<file path="config.mk">
export PLATFORM = sky130hd
export DESIGN_NAME = life_gen_sequencer
export DESIGN_NICKNAME = d
export VERILOG_FILES = /design/src/rtl/life_gen_sequencer.sv
export SDC_FILE = /design/constraint.sdc
export NUM_CORES = 1
export LEC_CHECK = 0
export ABC_AREA = 1
export CAP_MARGIN = 10
export CORE_MARGIN = 10
export CORE_UTILIZATION = 49
export DETAILED_ROUTE_END_ITERATION = 8
export PLACE_DENSITY = 0.86
export SLEW_MARGIN = 30
export SYNTH_ARGS = -nofsm -noshare
export SYNTH_HDL_FRONTEND = slang
export SYNTH_SLANG_ARGS = --single-unit
</file>
<file path="constraint.sdc">
create_clock -name clk -period 1.6 [get_ports clk]
set_input_delay 0.24 -clock clk [delete_from_list [all_inputs] [get_ports clk]]
set_output_delay 0.24 -clock clk [all_outputs]
set_load 0.05 [all_outputs]
</file>
<file path="src/rtl/life_gen_sequencer.sv">
// Purpose: steps the Game of Life array through one generation, row by row (load, compute, store).
// Latency: first load one cycle after a start request; 3*ROWS+1 cycles per generation with no stalls.
// Backpressure: mem_ready low holds LOAD or STORE in place; COMPUTE always takes a single cycle.
module life_gen_sequencer #(
  parameter int ROWS  = 4,
  parameter int ROW_W = 2,
  parameter int GEN_W = 16
) (
  input  logic             clk,
  input  logic             reset,
  input  logic             run_enb,
  input  logic             step,
  input  logic             mem_ready,
  input  logic             row_changed,
  output logic [ROW_W-1:0] row_addr,
  output logic             load_row,
  output logic             compute,
  output logic             store_row,
  output logic             busy,
  output logic             gen_done,
  output logic [GEN_W-1:0] gen_count,
  output logic             stable
);

  localparam logic [2:0] S_IDLE    = 3'd0;
  localparam logic [2:0] S_LOAD    = 3'd1;
  localparam logic [2:0] S_COMPUTE = 3'd2;
  localparam logic [2:0] S_STORE   = 3'd3;
  localparam logic [2:0] S_DONE    = 3'd4;

  localparam logic [ROW_W-1:0] LAST_ROW = ROW_W'(ROWS - 1);

  logic [2:0]       state_q, state_d;
  logic [ROW_W-1:0] row_q, row_d;
  logic             acc_q, acc_d;      // any row of this generation changed
  logic [GEN_W-1:0] gen_q, gen_d;
  logic             stable_q, stable_d;

  // Next-state logic: sequencing, row walk, change accumulation and generation bookkeeping.
  always_comb begin
    state_d  = state_q;
    row_d    = row_q;
    acc_d    = acc_q;
    gen_d    = gen_q;
    stable_d = stable_q;
    case (state_q)
      S_IDLE: begin
        // A step always starts a generation; free-run pauses once the pattern is stable.
        if (step || (run_enb && !stable_q)) begin
          state_d = S_LOAD;
          row_d   = '0;
          acc_d   = 1'b0;
        end
      end
      S_LOAD: begin
        if (mem_ready) begin
          state_d = S_COMPUTE;
        end
      end
      S_COMPUTE: begin
        acc_d   = acc_q | row_changed;
        state_d = S_STORE;
      end
      S_STORE: begin
        if (mem_ready) begin
          if (row_q == LAST_ROW) begin
            state_d = S_DONE;
          end else begin
            row_d   = row_q + ROW_W'(1);
            state_d = S_LOAD;
          end
        end
      end
      S_DONE: begin
        gen_d    = gen_q + GEN_W'(1);
        stable_d = ~acc_q;
        state_d  = S_IDLE;
      end
      default: begin
        state_d = S_IDLE;
      end
    endcase
  end

  // State registers; reset aborts any generation in flight without touching it further.
  always_ff @(posedge clk or posedge reset) begin
    if (reset) begin
      state_q  <= S_IDLE;
      row_q    <= '0;
      acc_q    <= 1'b0;
      gen_q    <= '0;
      stable_q <= 1'b0;
    end else begin
      state_q  <= state_d;
      row_q    <= row_d;
      acc_q    <= acc_d;
      gen_q    <= gen_d;
      stable_q <= stable_d;
    end
  end

  // Moore outputs, decoded from the registered state only.
  assign row_addr  = row_q;
  assign load_row  = (state_q == S_LOAD);
  assign compute   = (state_q == S_COMPUTE);
  assign store_row = (state_q == S_STORE);
  assign gen_done  = (state_q == S_DONE);
  assign busy      = (state_q != S_IDLE);
  assign gen_count = gen_q;
  assign stable    = stable_q;

endmodule

</file>
==> flow_summary_export.csv <==
group,metric,value,unit
hold_path,hp-class,"input pin to async pin",
sta,fmax,622.9,MHz
global_route,grt-ovfl-total,0,
setup_path,r2r-start,"gen_count[2]",
detailed_routing,drc,0,
clocking,htree_num_levels,1,
sta,drv_slew,0,
setup_path,r2r-end,"gen_count[15]",
synth,syn_avg_cell_area,7.761,um2
setup_path,worstRegToRegCells,5,
setup_path,arrival,1370,ps
sta,setup_viol,1,
detailed_routing,routed-via-count,1139,
setup_path,max_stage_delay,460,ps
cells_and_area,final_layout_size_suffix_gt1_frac,0.2327,
detailed_routing,vias_per_cell,4.909,
cells_and_area,area_growth_syn_to_layout,36.89,%
power_and_ir_drop,p_leak,0.9578,nW
synth,netlist_area,1265,um2
synth,yosys_warnings,0,
synth,synthesis.instances,163,
setup_path,path_class,"flop to output port",
placement,dpl.cell_count,223,
synth,ys_ff_latch,23,
sta,worst_slack,-5.398,ps
setup_path,worstPathRequired,1360,ps
global_route,grt_max_degree,24,
sta,hold_viol,0,
detailed_routing,avgRoutedWirePerCell,12.38,um
cells_and_area,layoutNonFillerInstCount,232,
setup_path,critPathCapture,"gen_done",
cells_and_area,antennaDiodeCount,0,
placement,place_hpwl,2196,um
cells_and_area,final_cell_mix,"nand2_1, inv_1, dfrtp_1, buf_4, nand3_1",
cells_and_area,n_fill_cell,207,
clocking,numCtsBuffers,3,
synth,syn_nets,171,
cells_and_area,final_util,0.6990,
sta,post-route-min-period,1605,ps
synth,yosysUniqueCellTypes,19,
placement,place_area,1665,um2
floorplan,initial_core_util,0.5106,
setup_path,worst-path-max-fanout,10,
setup_path,startpoint,"state_q[1]",
placement,gp_congestion,0.8224,
detailed_routing,first_pass_iters,4,
sta,tightest_slew,289.2,ps
setup_path,start_kind,"flop",
floorplan,dieHeight,70.81,um
sta,max-slew-margin-rel,0.8065,
power_and_ir_drop,p_per_area,1145,nW/um2
sta,rsz0062_at_grt,"yes",
clocking,postCtsHoldBufs,0,
clocking,cts_tree,"built",
setup_path,crit_chain,"nor2_4 -> nand2_4 -> inv_2 -> buf_12",
sta,fin_crit_sh,1.003,
placement,port_buffers,29,
detailed_routing,antenna_left,0,
global_route,first_global_vias,1079,
clocking,cts_root_buf,"clkbuf_4",
setup_path,rrSetupSlack,250,ps
detailed_routing,wl,2872,um
clocking,clock_latency,310,ps
clocking,cts_sinks,23,
global_route,track_usage,0.1123,
cells_and_area,fin_nets,211,
synth,ys_seq_area_frac,0.4550,
setup_path,worstSetupEndpointType,"output port",
setup_path,slowest_stage,"dfrtp_2",
global_route,grt_pass1_wl,4850,um
floorplan,dieArea,5014,um2
global_route,antenna_found_initial,0,
floorplan,fp.dieW,70.81,um
floorplan,rows,18,
floorplan,core,2477,um2
clocking,clock_path_buffers,2,
run_status,violations,"setup timing",
run_status,status,"finished with violations",
detailed_routing,dr.first_iter.drc_count,77,
clocking,cts.clk_slew.worst_paths,130,ps
cells_and_area,design_area,1732,um2
job,drv_cap,0,
cells_and_area,layout_commonest_cell,"nand2_1",
sta,fin_skew,4.168,ps
power_and_ir_drop,irDropWorstVdd,1.005,mV
floorplan,pin_count,30,
metal layers:
| layer | share of wire | GRT usage | up-vias |
|---|---|---|---|
| met1 | 0.44 | 0.1290 | 519 |
| met2 | 0.49 | 0.1830 | 29 |
| li1 | - | - | 589 |
| met4 | 0.0077 | 0.03871 | 0 |
| met3 | 0.069 | 0.04742 | 2 |
| met5 | 0 | 0 | - |
synthesized netlist by cell type (all sizes together):
| cell | count | area, um2 |
|---|---|---|
| inv | 28 | 105.1 |
| xor2 | 3 | 26.28 |
| nand3 | 16 | 85.08 |
| dfrtp | 23 | 575.6 |
| nand4 | 9 | 56.30 |
| nand2 | 52 | 210.2 |
| xnor2 | 4 | 35.03 |
| a31oi | 1 | 6.260 |
| ha | 2 | 25.02 |
| nor2 | 19 | 110.1 |
| nor3 | 1 | 5.000 |
| o21ai | 5 | 25.02 |
report_power, final:
group	switching, W	leakage (nW)	internal (W)	total (W)
Sequential	0.0000757	0.311	0.000649	0.000725
Clock	0.000178	0.0150	0.0000975	0.000276
Combinational	0.000588	0.632	0.000394	0.000982
critical path: cells and delay by family, from the launching register on:
family / cells / cell delay (ps)
AND/OR/NAND/NOR: 2 / 320
buffers and inverters: 2 / 270
flip-flops: 1 / 460
per-stage QoR:
step                      total power (W)  TNS (ps)  setup WS (ps)  hold WS (ps)
after floorplan                  0.001291         0          32.91         241.9
after global placement           0.001628         0          260.5         453.2
after detailed placement         0.001661         0          216.3         461.6
after CTS                        0.001937    -35.02         -35.02         252.6
after global routing             0.002098    -102.9         -64.64         275.4
final                            0.001982    -5.398         -5.398         243.2
final cells by class:
class | count | area (um2) | share of cell area
Tap cell | 30 | 37.54 | 0.02168
Clock buffer | 4 | 26.28 | 0.01517
Timing Repair Buffer | 35 | 400.4 | 0.2312
Multi-Input combinational cell | 112 | 584.3 | 0.3374
Inverter | 28 | 105.1 | 0.06069
Sequential cell | 23 | 578.1 | 0.3338
worst min-delay path by stage:
stage                      from      endpoint  slack, ps  cells after the start
after floorplan           reset         acc_q        240                      1
after global placement    acc_q        stable        450                      1
after detailed placement  acc_q        stable        460                      1
after CTS                 reset   row_addr[1]        250                      3
after global routing      reset  gen_count[1]        280                      3
final                     reset   row_addr[1]        240                      3
cells by family after synthesis:
| logic type | synth area share |
|---|---|
| buffers and inverters | 0.08309 |
| adders and majority gates | 0.01978 |
| AOI/OAI and AO/OA | 0.02473 |
| and+or+nand+nor | 0.3689 |
| DFF | 0.4550 |
| xor gates and xnor gates | 0.04847 |
registers in the layout, summed over array words and instances, names as in the netlist:
| name | cells |
|---|---|
| gen_count | 16 |
| state_q | 3 |
| row_addr | 2 |
| acc_q | 1 |
| stable | 1 |
repair_timing:
action                     CTS  global route
setup buffers                0             5
resized for setup            4             0
setup endpoints to repair    4             4
No activity file was read; power rests on OpenSTA's default activity.
